File: config.mk
export PLATFORM = sky130hd
export DESIGN_NAME = operand_counter
export DESIGN_NICKNAME = d
export VERILOG_FILES = /design/src/rtl/gt_sweep_checker_operand_counter.sv
export SDC_FILE = /design/constraint.sdc
export NUM_CORES = 1
export LEC_CHECK = 0
export BUFFER_PORTS_ARGS = -buffer_cell sky130_fd_sc_hd__buf_2
export CORE_AREA = 2 2 39 41
export CTS_BUF_LIST = sky130_fd_sc_hd__clkbuf_8
export CTS_CLUSTER_DIAMETER = 150
export DETAILED_ROUTE_END_ITERATION = 7
export DIE_AREA = 0 0 41 43
export SETUP_SLACK_MARGIN = 0.15
export SKIP_CTS_REPAIR_TIMING = 1
export SLEW_MARGIN = 40
export SYNTH_ARGS = -nofsm -noshare
export SYNTH_HDL_FRONTEND = slang
export SYNTH_SLANG_ARGS = --single-unit
File: constraint.sdc
create_clock -name clk -period 3.73 [get_ports clk]
set_clock_uncertainty 0.2 [all_clocks]
set_input_delay 0.373 -clock clk [delete_from_list [all_inputs] [get_ports clk]]
set_output_delay 0.373 -clock clk [all_outputs]
set_load 0.005 [all_outputs]
File: src/rtl/gt_sweep_checker_operand_counter.sv
// Pair counter for the operand sweep.
//   clk, rst : clock, asynchronous active-high reset
//   clear    : synchronous return to pair 0 (wins over enable)
//   enable   : advance to the next pair
//   count    : current pair; upper half is A, lower half is B, so B is the
//              inner loop and A steps when B wraps
//   last     : high while count holds the final pair
module operand_counter #(
  parameter int              BITS = 8,
  parameter logic [BITS-1:0] LAST = '1
) (
  input  logic            clk,
  input  logic            rst,
  input  logic            clear,
  input  logic            enable,
  output logic [BITS-1:0] count,
  output logic            last
);

  logic [BITS-1:0] cnt_q;
  logic [BITS-1:0] cnt_d;

  // Next pair: clear has priority so a new sweep always starts at (0,0).
  always_comb begin
    cnt_d = cnt_q;
    if (clear) begin
      cnt_d = '0;
    end else if (enable) begin
      cnt_d = cnt_q + BITS'(1);
    end
  end

  // Pair register.
  always_ff @(posedge clk or posedge rst) begin
    if (rst) begin
      cnt_q <= '0;
    end else begin
      cnt_q <= cnt_d;
    end
  end

  assign count = cnt_q;
  assign last  = (cnt_q == LAST);

endmodule

Yosys cells after proc, flatten, opt, wreduce, memory -nomap -nowiden. Cells that the tools add are included. W data, S select, Z words.

Register bits after elaboration: 8. Latch bits: 0. Bits in writable memories: 0. Bits in read-only memories: 0. Input bits: 4. Output and inout port bits: 9. Memories kept: 0.

Add/sub/neg operators: 1. Multipliers: 0. Divide/modulo/power cells: 0. $lt $le $gt $ge: 0. Eq/ne operators: 1. Shifts and indexed selects: 0. Mux-type cells: 2. Bitwise operators: 0. Reduce and logical (&&, ||, !) cells: 1.

Operators with widths (number): $mux W8 (2); $add A8 B1 Y8 const B (1); $eq A8 B8 Y1 const B (1); $reduce_bool A2 Y1 (1).

Logic depth before layout (Yosys ltp). Gate-level depths: netlist of run 1.

Depth in word-level cells: 3. Gate-level depth with buffers: 4.

Worst setup path after synthesis of run 1. No wires, ideal clock.

Path kind: flip-flop to flip-flop. Start: register cnt_q[0] (netlist: count[0]). End: register cnt_q[6] (netlist: count[6]). Setup time: 0.078 ns. Arrival time: 1.128 ns. Required time: 3.452 ns. Setup slack: 2.325 ns. Cell stages (with the launch flop): 5. Buffers on the path: 0. Period minus slack after synthesis: 1.405 ns. Cell sequence: dfrtp_1 ha_1 nand3_1 or3_1 a21oi_1.

Word-level cells in the longest chain between the ends: 3.

RTL lines: from (decl) (RTL line 20) `logic [BITS-1:0] cnt_q;`; from (signal assigned) (RTL line 38) `cnt_q <= cnt_d;`; $add A8 B1 Y8 (RTL line 29) `cnt_d = cnt_q + BITS'(1);`; $mux W8 (RTL line 28) `end else if (enable) begin`; $mux W8 (RTL line 26) `if (clear) begin`.

Every way passes these cells. The select of a mux whose other input is x is not followed. A chain may end at the register's enable or synchronous reset.

Final worst setup path of run 1.
Start: register cnt_q[0] (netlist: count[0]). End: output last.

Word-level cells in the longest chain between the ends: 1.

RTL lines: $eq A8 B8 Y1 (RTL line 43) `assign last = (cnt_q == LAST);`; to (decl) (RTL line 17) `output logic last`.

Every way passes these cells.

==> reports/qor.csv, run 1 <==
stage,metric,value,unit
status,run status,finished clean,
drt,DRC viols,0,
clock_tree,H-tree depth,1,
placement,DP Worst Slack,2240,ps
cells_and_area,Layout fillers,149,
timing,Slew HR,79.7,%
global_routing,largest net degree at the start of global routing,9,
cells_and_area,synth-to-layout area growth,30.7,%
worst_setup_path,WP data required,3160,ps
synth,largest cells by area after synthesis,"dfrtp_1 51%, xor2_1 6.7%, nor2_1 5.8%",
synth,synthesis warning total,0,
worst_setup_path,CP Launch Type,register,
worst_setup_path,worst endpoint data arrival time,1150,ps
synth,synth unique cells,16,
floorplanning,Die Ht,43,um
clock_tree,clock transition at the registers of the reported paths,40,ps
clock_tree,root buf cell,clkbuf_8,
synth,Yosys top cell area share,51.1,%
clock_tree,clk sinks,8,
drt,via count,332,
cells_and_area,diode count,0,
clock_tree,clk buf depth,2,
clock_tree,CTS buffer count,3,
cells_and_area,register area,200,sq um
cells_and_area,Layout Nets,61,
floorplanning,core area,1380,sq um
global_routing,grt ovf,0,
synth,post-synthesis instance total,40,
timing,Setup Total Neg Slack,0,ps
drt,antenna-violating nets left,0,
synth,cell taking the most area after synthesis,dfrtp_1,
worst_setup_path,CP endpoint kind,output pin,
timing,"Slew Viols, Final",0,
worst_setup_path,CP Class,register to output pin,
global_routing,Total GRT Usage,12.2,%
placement,Final HPWL DP,601,um
timing,period utilization,46.2,%
pwr,Pleak,0.000255,uW
synth,syn_nets,45,
cells_and_area,multi-input logic area,176,sq um
cells_and_area,share of cells above drive strength 1,29.6,%
floorplanning,Die ar.,1760,sq um
synth,sequential element share of the synthesized area,51.1,%
placement,# port buffers,12,
timing,worst-margin pin slew,303,ps
floorplanning,Site Rows,14,
timing,Peak Freq,580,MHz
synth,"flops & latches, synth",8,
floorplanning,Die Wd,41,um
floorplanning,Starting Density,28.3,%
global_routing,number of global-route vias before repair,302,
cells_and_area,"commonest non-fill, non-tap cell in the layout",buf_2,
timing,final setup margin,2010,ps
timing,RSZ-0062 raised after global routing,no,
global_routing,first-pass GRT wire length,1.26,mm
pwr,total chip power,209,uW
timing,final setup fails,0,
timing,Final Hold Fails,0,
drt,number of vias per cell,4.74,
worst_hold_path,worst hold path type,input pin to register,
timing,min cycle time layout,1720,ps
worst_setup_path,Worst Path Max Fanout,4,
synth,Synth Cell Area,392,sq um
floorplanning,IO Pins,13,
drt,DRT Wirelength,825,um
pwr,Pwr Density,409,nW/um^2
placement,gpl congestion,0.647,
drt,first drt pass iteration count,1,
drt,WL/cell,11.8,um
pwr,maximum VDD drop,164,uV
timing,WHS,214,ps
drt,drt initial violations,0,
worst_hold_path,Hold Path Stages,2,
worst_setup_path,Worst R2R Setup Slack,2260,ps
clock_tree,Worst-Skew Late Latency,230,ps
synth,Syn Area/Cell,9.79,sq um
global_routing,antenna violations before repair,0,
cells_and_area,max reg flops,8,
clock_tree,TritonCTS clock tree,built,
job,maxcap violations,0,
cells_and_area,most frequent cells in the layout,"12 x buf_2, 8 x dfrtp_1, 6 x nor2_1",
worst_setup_path,R2R depth,4,
-- path summary, 6_finish.rpt --
path                            endpoint  startpoint
worst max-delay path                last    count[0]
worst min-delay path            count[5]       clear
worst max register to register  count[6]    count[0]
worst min register to register  count[7]    count[7]
max in group asynchronous       count[7]         rst
min in group asynchronous       count[3]         rst
-- cells in the mapped netlist, drive strengths merged --
master,number
a21oi,3
buf,2
dfrtp,8
ha,1
inv,1
mux2i,1
nand2,2
nand3,3
nand4,3
nor2,6
o21ai,3
or3,3
xnor2,1
xor2,3
-- kinds of logic (layout without fill, tap and decap cells) --
| group | Yosys count | after routing | synth area share [%] |
|---|---|---|---|
| buf+inv | 3 | 17 | 3.83 |
| flops | 8 | 8 | 51.1 |
| compound gates | 6 | 6 | 7.67 |
| simple gates | 17 | 17 | 22.7 |
| mux | 1 | 1 | 2.56 |
| fa+ha+maj | 1 | 1 | 3.19 |
| xor+xnor | 4 | 4 | 8.95 |
-- routing by layer --
layer	track usage [%]	vias to the layer above	share of wire, %
met5	0	-	0
met4	16.0	0	5.8
met3	4.71	4	6.3
met2	16.9	10	47
met1	11.2	152	41
li1	-	166	-
-- critical path: stages, from the launching register on --
cell and delay (ps):
dfrtp_1 410, ha_1 240, nand3_1 90, nor2_1 80, buf_2 110
-- per-stage QoR --
step | area, sq um | util (%) | instances
2_1_floorplan | 392 | - | 40
3_3_place_gp | 460 | 33.3 | 66
3_5_place_dp | 460 | 33.3 | 66
4_1_cts | 502 | 36.3 | 69
5_1_grt | 512 | 37.0 | 70
6_report | 512 | 37.0 | 70
-- final cells by class --
class                           instances  share of cell area, %
Timing Repair Buffer                   13                   13.7
Multi-Input combinational cell         29                   34.5
Clock buffer                            3                   8.07
Inverter                                1                  0.733
Tap cell                               16                   3.91
Sequential cell                         8                   39.1
-- where the power goes --
part           internal (uW)  switching, uW  total [uW]
registers               89.5           2.97        92.4
clock network           69.8           33.0         103
logic                   6.49           7.56        14.0
(Power assumes the default switching activity.)
==> run 2: changes to the inputs <==
ABC_AREA = 1   (was default)
clock period = 1.7 ns   (was 3.73 ns; I/O delays follow)
==> reports/qor.csv, run 2 <==
stage,metric,value,unit,change
cells_and_area,max reg flops,8,,unchanged
worst_setup_path,worst endpoint data arrival time,1140,ps,was 1150 ps
worst_setup_path,CP Launch Type,register,,unchanged
synth,Post-synth ARST share,100,%,unchanged
synth,Syn Area/Cell,8.28,sq um,was 9.79 sq um
global_routing,number of global-route vias before repair,337,,was 302
drt,DRC viols,0,,unchanged
synth,"flops & latches, synth",8,,unchanged
timing,period utilization,89.1,%,
clock_tree,TritonCTS clock tree,built,,unchanged
timing,Final Hold Fails,0,,unchanged
cells_and_area,diode count,0,,unchanged
worst_setup_path,Worst Path Max Fanout,4,,unchanged
worst_hold_path,Hold Path Stages,2,,unchanged
cells_and_area,Layout Nets,76,,was 61
global_routing,largest net degree at the start of global routing,9,,unchanged
pwr,Pwr Density,801,nW/um^2,was 409 nW/um^2
timing,"Slew Viols, Final",0,,unchanged
worst_setup_path,WP data required,1330,ps,was 3160 ps
floorplanning,Die Wd,41,um,unchanged
cells_and_area,share of cells above drive strength 1,31.9,%,was 29.6%
drt,antenna-violating nets left,0,,unchanged
clock_tree,Worst-Skew Late Latency,230,ps,about the same
synth,syn_nets,57,,was 45
timing,WHS,47.5,ps,was 214 ps
placement,gpl congestion,0.826,,was 0.647
timing,worst-margin pin slew,318,ps,was 303 ps
global_routing,antenna violations before repair,0,,unchanged
timing,Setup Total Neg Slack,0,ps,unchanged
cells_and_area,final instance area,581,sq um,was 512 sq um
worst_hold_path,worst hold path type,input pin to register,,unchanged
pwr,maximum VDD drop,441,uV,was 164 uV
drt,WL/cell,10.6,um,was 11.8 um
floorplanning,Site Rows,14,,unchanged
synth,ys flop type,dfrtp_1,,unchanged
synth,Commonest cells post-synth,"12 x nand2_1, 8 x dfrtp_1, 8 x inv_1, 5 x nor2_1, 3 x a21oi_1",,"was 8 x dfrtp_1, 6 x nor2_1"
clock_tree,H-tree depth,1,,unchanged
worst_hold_path,Worst Hold Endpoint,count[2],,was count[5]
clock_tree,clock transition at the registers of the reported paths,40,ps,about the same
synth,Synth Cell Area,430,sq um,was 392 sq um
drt,DRT Wirelength,905,um,was 825 um
cells_and_area,"commonest non-fill, non-tap cell in the layout",buf_2,,unchanged
status,run status,finished clean,,unchanged
synth,synth unique cells,17,,was 16
worst_setup_path,CP endpoint kind,output pin,,unchanged
synth,"count leader, synth",nand2_1,,was dfrtp_1
drt,first drt pass iteration count,4,,was 1
placement,# port buffers,12,,unchanged
synth,largest cells by area after synthesis,"dfrtp_1 47%, nand2_1 10%, inv_1 7.0%",,"was dfrtp_1 51%, xor2_1 6.7%, nor2_1 5.8%"
synth,Post-synth EDFFs,0,,unchanged
drt,drt initial violations,5,,was 0
timing,Slew HR,78.8,%,was 79.7%
worst_setup_path,CP Class,register to output pin,,unchanged
clock_tree,CTS buffer count,3,,unchanged
timing,min cycle time layout,1510,ps,
worst_setup_path,Worst R2R Setup Slack,340,ps,was 2260 ps
job,maxcap violations,0,,unchanged
worst_setup_path,Reg2Reg Capture Point,count[4],,was count[6]
timing,Peak Freq,660,MHz,
timing,final setup fails,0,,unchanged
synth,synthesis warning total,0,,unchanged
drt,number of vias per cell,4.67,,was 4.74
synth,sequential element share of the synthesized area,46.5,%,was 51.1%
global_routing,first-pass GRT wire length,1.44,mm,was 1.26 mm
floorplanning,IO Pins,13,,unchanged
drt,via count,397,,was 332
clock_tree,clk sinks,8,,unchanged
synth,Yosys top cell area share,46.5,%,was 51.1%
worst_setup_path,R2R depth,5,,was 4
placement,DP Area,510,sq um,was 460 sq um
pwr,Pleak,0.000307,uW,was 0.000255 uW
floorplanning,Die Ht,43,um,unchanged
synth,cell taking the most area after synthesis,dfrtp_1,,unchanged
worst_setup_path,reg-to-reg startpoint,count[0],,unchanged
clock_tree,root buf cell,clkbuf_8,,unchanged
global_routing,grt ovf,0,,unchanged
cells_and_area,most frequent cells in the layout,"12 x buf_2, 11 x nand2_1, 8 x inv_1, 8 x dfrtp_1, 5 x nor2_1",,"was 12 x buf_2, 8 x dfrtp_1, 6 x nor2_1"
placement,Final HPWL DP,683,um,was 601 um
cells_and_area,synth-to-layout area growth,34.9,%,was 30.7%
floorplanning,core area,1380,sq um,unchanged
clock_tree,clk buf depth,2,,unchanged
global_routing,Total GRT Usage,13.2,%,was 12.2%
timing,RSZ-0062 raised after global routing,yes,,was no
worst_hold_path,hold path start,enable,,was clear
synth,post-synthesis instance total,52,,was 40
floorplanning,Die ar.,1760,sq um,unchanged
floorplanning,Starting Density,31.1,%,was 28.3%
[run 2: cell count changes after synthesis, moves of 2 or more]
cell	previous run	this run
nand2_1	2	12
inv_1	1	8
or3_1	3	0
xor2_1	3	0
a31oi_1	0	2
nor2_2	0	2
nor2_4	0	2
o21ai_0	3	1
[run 2: how the worst max path moves through the flow]
stage	startpoint	endpoint	slack, ps	depth (start not counted)
2_1_floorplan	count[0]	count[6]	410	5
3_3_place_gp	count[3]	last	350	3
3_5_place_dp	count[0]	count[6]	370	5
4_1_cts	count[0]	last	130	4
5_1_grt	count[0]	last	70	4
6_report	count[0]	last	190	4
[run 2: cell families after synthesis]
group / count (synthesis) / synth area share, %
AND/OR/NAND/NOR: 27 / 32.3
buffers and inverters: 8 / 6.98
flip-flops: 8 / 46.5
AO/OA/AOI/OAI: 7 / 9.30
XOR/XNOR: 1 / 2.04
adder cells (fa/ha/maj): 1 / 2.91
[run 2: final cells by class]
cell class / count / area [sq um]
fillers: 145 / 803
well taps: 16 / 20.0
inverters: 8 / 30.0
multi-input cells: 36 / 209
clock buffers: 3 / 41.3
repair buffers: 14 / 80.1
flip-flops and latches: 8 / 200
[run 2: layer usage]
metal,wire length (um),track usage [%],up-vias
met1,396,14.9,180
met5,0,0,-
met3,71,7.85,2
li1,-,-,204
met4,9,8.00,0
met2,428,18.1,11
[run 2: worst max-delay path, cell delays in order, from the launching register on]
cell	delay [ps]
dfrtp_1	390
ha_1	180
nand2_1	80
nor4_2	120
buf_2	150
[run 2: through the flow]
stage / util, % / cells / worst slack, ps / power (uW)
finish: 42.0 / 85 / 186 / 465
global route: 42.0 / 85 / 71.1 / 492
CTS: 39.9 / 83 / 130 / 468
detailed placement: 36.9 / 80 / 372 / 240
global placement: 36.9 / 80 / 354 / 239
floorplan: - / 52 / 414 / 223
[run 2: where the power goes]
part | internal, uW | leakage [uW] | switching (uW) | total (uW)
Sequential | 196 | 0.000110 | 5.62 | 202
Clock | 153 | 0.0000216 | 72.0 | 225
Combinational | 16.8 | 0.000175 | 21.2 | 38.0
Total | 366 | 0.000307 | 98.9 | 465
